## src/rtl/serial_sub_pkg.sv

```systemverilog
// Shared types and limits for the bit-serial subtraction controller.
// The flag outputs of serial_sub_ctrl are built only when SERIAL_SUB_FLAGS_EN is defined.
package serial_sub_pkg;

    // Controller sequencing states
    typedef enum logic [1:0] {
        SS_IDLE = 2'd0,
        SS_RUN  = 2'd1,
        SS_DONE = 2'd2
    } ss_state_e;

    // Largest operand width the controller is meant to be built with
    localparam int SS_MAX_WIDTH = 64;

endpackage

```

## src/rtl/full_subtractor.sv

```systemverilog
// One-bit full subtractor: result = a - b - c_in, c_out = borrow out of this bit.
module full_subtractor (
    input  logic a,
    input  logic b,
    input  logic c_in,
    output logic result,
    output logic c_out
);

    // Purely combinational difference and borrow for a single bit position
    always_comb begin
        result = a ^ b ^ c_in;
        c_out  = (~a & (b | c_in)) | (b & c_in);
    end

endmodule

```

## src/rtl/serial_sub_ctrl.sv

```systemverilog
// Bit-serial subtractor: drives one full_subtractor cell for WIDTH cycles, LSB first,
// to produce diff = a - b - borrow_in (mod 2^WIDTH) and the final borrow.
// Optional macro SERIAL_SUB_FLAGS_EN adds zero/negative/signed-overflow flags.
module serial_sub_ctrl
    import serial_sub_pkg::*;
#(
    parameter int WIDTH = 32
) (
    input  logic             clk,
    input  logic             rst,
    input  logic             req_valid,
    output logic             req_ready,
    input  logic [WIDTH-1:0] a,
    input  logic [WIDTH-1:0] b,
    input  logic             borrow_in,
    output logic             resp_valid,
    input  logic             resp_ready,
    output logic [WIDTH-1:0] diff,
`ifdef SERIAL_SUB_FLAGS_EN
    output logic             flag_z,
    output logic             flag_n,
    output logic             flag_v,
`endif
    output logic             borrow_out
);

    localparam int CNT_W = $clog2(WIDTH);
    localparam logic [CNT_W-1:0] LAST_BIT = CNT_W'(WIDTH - 1);

    ss_state_e        state_q, state_d;
    logic [CNT_W-1:0] cnt_q, cnt_d;
    logic [WIDTH-1:0] a_sh_q, a_sh_d;
    logic [WIDTH-1:0] b_sh_q, b_sh_d;
    logic [WIDTH-1:0] diff_sh_q, diff_sh_d;
    logic             brw_q, brw_d;
    logic             req_ready_q, req_ready_d;
    logic             resp_valid_q, resp_valid_d;
    logic [WIDTH-1:0] diff_q, diff_d;
    logic             borrow_out_q, borrow_out_d;
    logic             cell_result;
    logic             cell_borrow;

`ifdef SERIAL_SUB_FLAGS_EN
    // z_acc ORs every result bit produced so far, so zero-detect costs one flop
    logic z_acc_q, z_acc_d;
    logic flag_z_q, flag_z_d;
    logic flag_n_q, flag_n_d;
    logic flag_v_q, flag_v_d;
`endif

    // The single arithmetic element; fed from the low bits of the shift registers
    full_subtractor u_cell (
        .a      (a_sh_q[0]),
        .b      (b_sh_q[0]),
        .c_in   (brw_q),
        .result (cell_result),
        .c_out  (cell_borrow)
    );

    // Next-state logic for the FSM, counter, shifters and registered outputs
    always_comb begin
        state_d      = state_q;
        cnt_d        = cnt_q;
        a_sh_d       = a_sh_q;
        b_sh_d       = b_sh_q;
        diff_sh_d    = diff_sh_q;
        brw_d        = brw_q;
        req_ready_d  = req_ready_q;
        resp_valid_d = resp_valid_q;
        diff_d       = diff_q;
        borrow_out_d = borrow_out_q;
`ifdef SERIAL_SUB_FLAGS_EN
        z_acc_d      = z_acc_q;
        flag_z_d     = flag_z_q;
        flag_n_d     = flag_n_q;
        flag_v_d     = flag_v_q;
`endif
        case (state_q)
            SS_IDLE: begin
                if (req_valid && req_ready_q) begin
                    a_sh_d      = a;
                    b_sh_d      = b;
                    brw_d       = borrow_in;
                    cnt_d       = '0;
                    req_ready_d = 1'b0;
                    state_d     = SS_RUN;
`ifdef SERIAL_SUB_FLAGS_EN
                    z_acc_d     = 1'b0;
`endif
                end
            end
            SS_RUN: begin
                a_sh_d    = a_sh_q >> 1;
                b_sh_d    = b_sh_q >> 1;
                diff_sh_d = {cell_result, diff_sh_q[WIDTH-1:1]};
                brw_d     = cell_borrow;
                cnt_d     = cnt_q + CNT_W'(1);
`ifdef SERIAL_SUB_FLAGS_EN
                z_acc_d   = z_acc_q | cell_result;
`endif
                if (cnt_q == LAST_BIT) begin
                    // Last bit: capture the completed result straight into the outputs
                    cnt_d        = '0;
                    diff_d       = diff_sh_d;
                    borrow_out_d = cell_borrow;
                    resp_valid_d = 1'b1;
                    state_d      = SS_DONE;
`ifdef SERIAL_SUB_FLAGS_EN
                    // a_sh[0]/b_sh[0] now hold the sampled operand MSBs
                    flag_z_d = ~(z_acc_q | cell_result);
                    flag_n_d = cell_result;
                    flag_v_d = (a_sh_q[0] != b_sh_q[0]) && (cell_result != a_sh_q[0]);
`endif
                end
            end
            SS_DONE: begin
                if (resp_valid_q && resp_ready) begin
                    resp_valid_d = 1'b0;
                    req_ready_d  = 1'b1;
                    state_d      = SS_IDLE;
                end
            end
            default: begin
                resp_valid_d = 1'b0;
                req_ready_d  = 1'b1;
                state_d      = SS_IDLE;
            end
        endcase
    end

    // State and output registers with asynchronous reset
    always_ff @(posedge clk or posedge rst) begin
        if (rst) begin
            state_q      <= SS_IDLE;
            cnt_q        <= '0;
            a_sh_q       <= '0;
            b_sh_q       <= '0;
            diff_sh_q    <= '0;
            brw_q        <= 1'b0;
            req_ready_q  <= 1'b1;
            resp_valid_q <= 1'b0;
            diff_q       <= '0;
            borrow_out_q <= 1'b0;
`ifdef SERIAL_SUB_FLAGS_EN
            z_acc_q      <= 1'b0;
            flag_z_q     <= 1'b0;
            flag_n_q     <= 1'b0;
            flag_v_q     <= 1'b0;
`endif
        end else begin
            state_q      <= state_d;
            cnt_q        <= cnt_d;
            a_sh_q       <= a_sh_d;
            b_sh_q       <= b_sh_d;
            diff_sh_q    <= diff_sh_d;
            brw_q        <= brw_d;
            req_ready_q  <= req_ready_d;
            resp_valid_q <= resp_valid_d;
            diff_q       <= diff_d;
            borrow_out_q <= borrow_out_d;
`ifdef SERIAL_SUB_FLAGS_EN
            z_acc_q      <= z_acc_d;
            flag_z_q     <= flag_z_d;
            flag_n_q     <= flag_n_d;
            flag_v_q     <= flag_v_d;
`endif
        end
    end

    assign req_ready  = req_ready_q;
    assign resp_valid = resp_valid_q;
    assign diff       = diff_q;
    assign borrow_out = borrow_out_q;
`ifdef SERIAL_SUB_FLAGS_EN
    assign flag_z     = flag_z_q;
    assign flag_n     = flag_n_q;
    assign flag_v     = flag_v_q;
`endif

endmodule

```

## config.mk

```make
export PLATFORM = sky130hd
export DESIGN_NAME = serial_sub_ctrl
export DESIGN_NICKNAME = d
export VERILOG_FILES = /design/src/rtl/serial_sub_pkg.sv /design/src/rtl/full_subtractor.sv /design/src/rtl/serial_sub_ctrl.sv
export SDC_FILE = /design/constraint.sdc
export NUM_CORES = 1
export LEC_CHECK = 0
export ABC_AREA = 1
export ABC_CLOCK_PERIOD_IN_PS = 10050
export BUFFER_PORTS_ARGS = -buffer_cell sky130_fd_sc_hd__buf_2
export CORE_MARGIN = 2
export CORE_UTILIZATION = 50
export CTS_CLUSTER_SIZE = 10
export DETAILED_ROUTE_END_ITERATION = 10
export MAX_ROUTING_LAYER = met4
export PLACE_DENSITY_LB_ADDON = 0.3
export SETUP_SLACK_MARGIN = 0.05
export SLEW_MARGIN = 30
export SYNTH_ARGS = -nofsm -noshare
export SYNTH_HDL_FRONTEND = slang
export SYNTH_SLANG_ARGS = --single-unit
export TNS_END_PERCENT = 50
```

## constraint.sdc

```tcl
create_clock -name clk -period 10.05 [get_ports clk]
set_input_delay 2.01 -clock clk [delete_from_list [all_inputs] [get_ports clk]]
set_output_delay 2.01 -clock clk [all_outputs]
set_load 0.02 [all_outputs]
```

==> flow_summary.yaml <==
run_status:
  result_of_the_run: "finished, final reports clean"
setup_path:
  slowest_stage: "sky130_fd_sc_hd__dfstp_2"
  slowest_stage_delay_cp_ns: 0.54
  worst-setup-path-type: "reg2out"
  endpoint_kind: "output pin"
  largest_fanout_on_the_critical_path: 3
  reg2reg_from: "state_q[1]"
  critical_path_cell_count: 1
  timing.critical_path.from_type: "register"
  r2r-end: "diff[25]"
  worstPathRequired_ns: 8.04
  cp_top_family: "flip-flops"
  reg2reg_depth: 6
  worst-path-buf-inv: 1
  crit_path_dat_ns: 1.10
  r2r_slack_ns: 7.57
  crit_path_start: "req_ready"
  critical_path.endpoint: "req_ready"
  path_cells: "buf_2"
layout:
  area_growth_syn_to_layout_pct: 19.42
  num_antenna_cells: 0
  multi_input_comb_area_um2: 1941
  finish.instance_area_um2: 7179
  n_fill_cell: 1059
  final_layout_size_suffix_gt1_share_pct: 17.89
  fin_cells: 952
  layout.nets: 864
  ff_latch_area_um2: 3455
routing:
  drt_iter0_markers: 348
  drt_wl_total_mm: 11.30
  dr.pass1.iters: 5
  post_route_drc_violation_count: 0
  vias_per_cell: 4.856
  routedWlPerCell_um: 11.87
  count_of_vias_placed_by_the_detailed_router: 4623
  ant_nets: 0
timing:
  post-route-worst-setup-slack_ns: 6.940
  unrepaired_setup_endpoints_after_global_routing: "false"
  timing.final.crit_period_ns: 3.110
  timing.final.max_slew_violations: 0
  setup-tns-final_ns: 0
  timing.final.hold_violations: 0
  max_freq_mhz: 321.6
  tightest_hold_margin_ns: 0.4745
  maxSlewHeadroom_pct: 50.16
  fin_crit_sh_pct: 30.94
  finClkSkew_ns: 0.009166
  setup_viol: 0
  worst_pin_slew_ns: 0.7468
global_route:
  gr-usage-all-layers_pct: 19.36
  grt_pass1_vias: 4369
  grt_max_degree: 193
  grt_pass1_wl_mm: 19.59
  globalRouteOverflowTotal: 0
  antenna_found_initial: 0
power_and_ir_drop:
  power_density_nw_per_um2: 302.2
  intPower_mw: 1.431
  power.sequential.fraction_pct: 38.7
  power.share.switching_pct: 34.07
  share_clk_of_total_power_pct: 31.9
  ir_worst_vdd_uv: 118.4
  power.switching_mw: 0.7393
  p_leak_nw: 3.604
  p_comb_share_pct: 29.4
clocking:
  cts-hold-fix-buffers: 0
  cts-root-buf: "sky130_fd_sc_hd__clkbuf_16"
  post_cts_resize_count: 0
  clock-sinks: 138
  cts-buffers-inserted: 17
  post_cts_setup_buffer_count: 0
  cts_tree: "yes"
  clk_pin_slew_worst_paths_ns: 0.05
  max-clock-path-buffers: 2
  clk_latency_ns: 0.41
  htree_num_levels: 4
yosys:
  postSynthRegisterBits: 138
  synth_sequential_area_ratio_pct: 57.46
  dominant_cells_by_area_after_synthesis: "sky130_fd_sc_hd__dfrtp_1 (57%), sky130_fd_sc_hd__nand2_1 (14%), sky130_fd_sc_hd__o21ai_0 (11%), sky130_fd_sc_hd__inv_1 (6.2%), sky130_fd_sc_hd__o21ai_1 (5.2%)"
  ys_warn_count: 0
  postSynthCellCount: 709
  synth_largest_type_area_fraction_pct: 57.02
  synth_fp_nets: 781
  synthesis.area_um2: 6012
  syn_area_per_cell_um2: 8.480
  synth.distinct_cells: 20
  synth_top_area_cell: "sky130_fd_sc_hd__dfrtp_1"
placed_design:
  place_area_um2: 6486
  finalWeightedCongestion: 0.7735
  post-dp-hpwl_mm: 6.962
  port-buffer-count: 103
  preCtsSetupSlack_ns: 6.534
  dp_cells: 919
die:
  placementRows: 40
  dieArea_um2: 12920
  fp.dieW_um: 113.7
  core_area_um2: 11860
  initial_utilization_pct: 50.69
  i_o_pin_count: 104
  die_h_um: 113.7
worst_hold_path:
  worst_hold_path_type: "reg2reg"
run:
  drv.max_cap_violation_count: 0
[power groups by stage]
stage                     logic [mW]  registers (mW)  clock network, mW
final                          0.639           0.840              0.691
after global routing           0.758           0.863              0.729
after CTS                      0.641           0.841              0.699
after detailed placement       0.634           0.848                  0
after global placement         0.602           0.842                  0
after floorplan                0.514           0.856                  0
[worst register-to-register path, delay by kind of cell (launching register included)]
family / cells / cell delay [ns]
DFF: 1 / 0.41
AOI/OAI and AO/OA: 1 / 0.44
and+or+nand+nor: 2 / 0.44
buffers and inverters: 3 / 1.08
[how the worst min path moves through the flow]
stage / start / endpoint / slack [ns] / cells past startpoint
6_report: diff[22] / diff[22] / 0.47 / 2
4_1_cts: diff[22] / diff[22] / 0.48 / 2
2_1_floorplan: cnt_q[4] / cnt_q[4] / 0.45 / 2
3_5_place_dp: diff[22] / diff[22] / 0.47 / 2
5_1_grt: diff[15] / diff[15] / 0.50 / 2
3_3_place_gp: diff[22] / diff[22] / 0.46 / 2
[per-stage QoR]
| stage | utilization (%) | power [mW] |
|---|---|---|
| 5_1_grt | 60.53 | 2.349 |
| 3_5_place_dp | 54.68 | 1.483 |
| 2_1_floorplan | - | 1.369 |
| 3_3_place_gp | 54.61 | 1.443 |
| 6_report | 60.53 | 2.170 |
| 4_1_cts | 60.25 | 2.182 |
[cell usage in the layout, fill, tap and decap left out]
| cell | Yosys | routed |
|---|---|---|
| sky130_fd_sc_hd__dfrtp_1 | 137 | 137 |
| sky130_fd_sc_hd__o21a_1 | 1 | 1 |
| sky130_fd_sc_hd__clkbuf_8 | 0 | 3 |
| sky130_fd_sc_hd__nand2_8 | 0 | 2 |
| sky130_fd_sc_hd__bufinv_16 | 0 | 5 |
| sky130_fd_sc_hd__nand4_1 | 2 | 2 |
| sky130_fd_sc_hd__buf_16 | 0 | 1 |
| sky130_fd_sc_hd__clkbuf_16 | 0 | 17 |
| sky130_fd_sc_hd__clkinv_2 | 0 | 4 |
| sky130_fd_sc_hd__buf_2 | 15 | 103 |
| sky130_fd_sc_hd__inv_1 | 99 | 98 |
| sky130_fd_sc_hd__nor2_4 | 1 | 1 |
| sky130_fd_sc_hd__o21ai_1 | 62 | 62 |
| sky130_fd_sc_hd__o21ai_0 | 128 | 128 |
| sky130_fd_sc_hd__dfstp_2 | 1 | 1 |
| sky130_fd_sc_hd__clkinv_4 | 0 | 1 |
| sky130_fd_sc_hd__inv_6 | 0 | 2 |
| sky130_fd_sc_hd__buf_6 | 8 | 1 |
| sky130_fd_sc_hd__or2_2 | 1 | 1 |
| sky130_fd_sc_hd__nand3_1 | 6 | 6 |
| sky130_fd_sc_hd__clkinvlp_4 | 0 | 1 |
| sky130_fd_sc_hd__clkbuf_1 | 12 | 1 |
| sky130_fd_sc_hd__fa_1 | 1 | 1 |
| sky130_fd_sc_hd__inv_2 | 2 | 1 |
| sky130_fd_sc_hd__nor2_1 | 2 | 2 |
| sky130_fd_sc_hd__ha_1 | 2 | 2 |
| sky130_fd_sc_hd__nand2_1 | 221 | 221 |
[layer usage]
layer / global-route usage, % / part of all wire, % / up-vias
met4: 5.366 / 1.0 / 0
met5: - / 0 / -
met2: 29.22 / 46 / 109
li1: - / - / 2388
met3: 4.782 / 4.1 / 12
met1: 26.47 / 49 / 2114
[cells in the mapped netlist, drive strengths merged]
| cell type | count |
|---|---|
| dfrtp | 137 |
| fa | 1 |
| o21a | 1 |
| o21ai | 190 |
| clkbuf | 12 |
| buf | 29 |
| nand3 | 6 |
| dfstp | 1 |
| ha | 2 |
| inv | 101 |
| nand4 | 2 |
| or2 | 1 |
| nand2 | 223 |
| nor2 | 3 |
[area by class of cell]
cell class              count  area share (%)
flip-flops and latches    138           48.12
multi-input cells         429           27.03
repair buffers            105           7.720
clock buffers              21           6.553
inverters                 101           5.368
clock inverters            11           2.649
well taps                 147           2.562
[sequential cells by signal (all words and copies together), names as in the netlist]
register and count:
req_ready 1, diff 32, resp_valid 1, diff_sh_q 31, borrow_out 1, brw_q 1
cnt_q 5, a_sh_q 32, b_sh_q 32, state_q 2
[cell families (layout without fill, tap and decap cells)]
kind of cell | after synthesis | in the layout | synth area share (%)
simple gates | 235 | 235 | 15.30
compound gates | 191 | 191 | 15.94
buf+inv | 142 | 238 | 10.55
flops | 138 | 138 | 57.46
fa+ha+maj | 3 | 3 | 0.7492
Note: power is estimated with default switching activity, not from simulation.
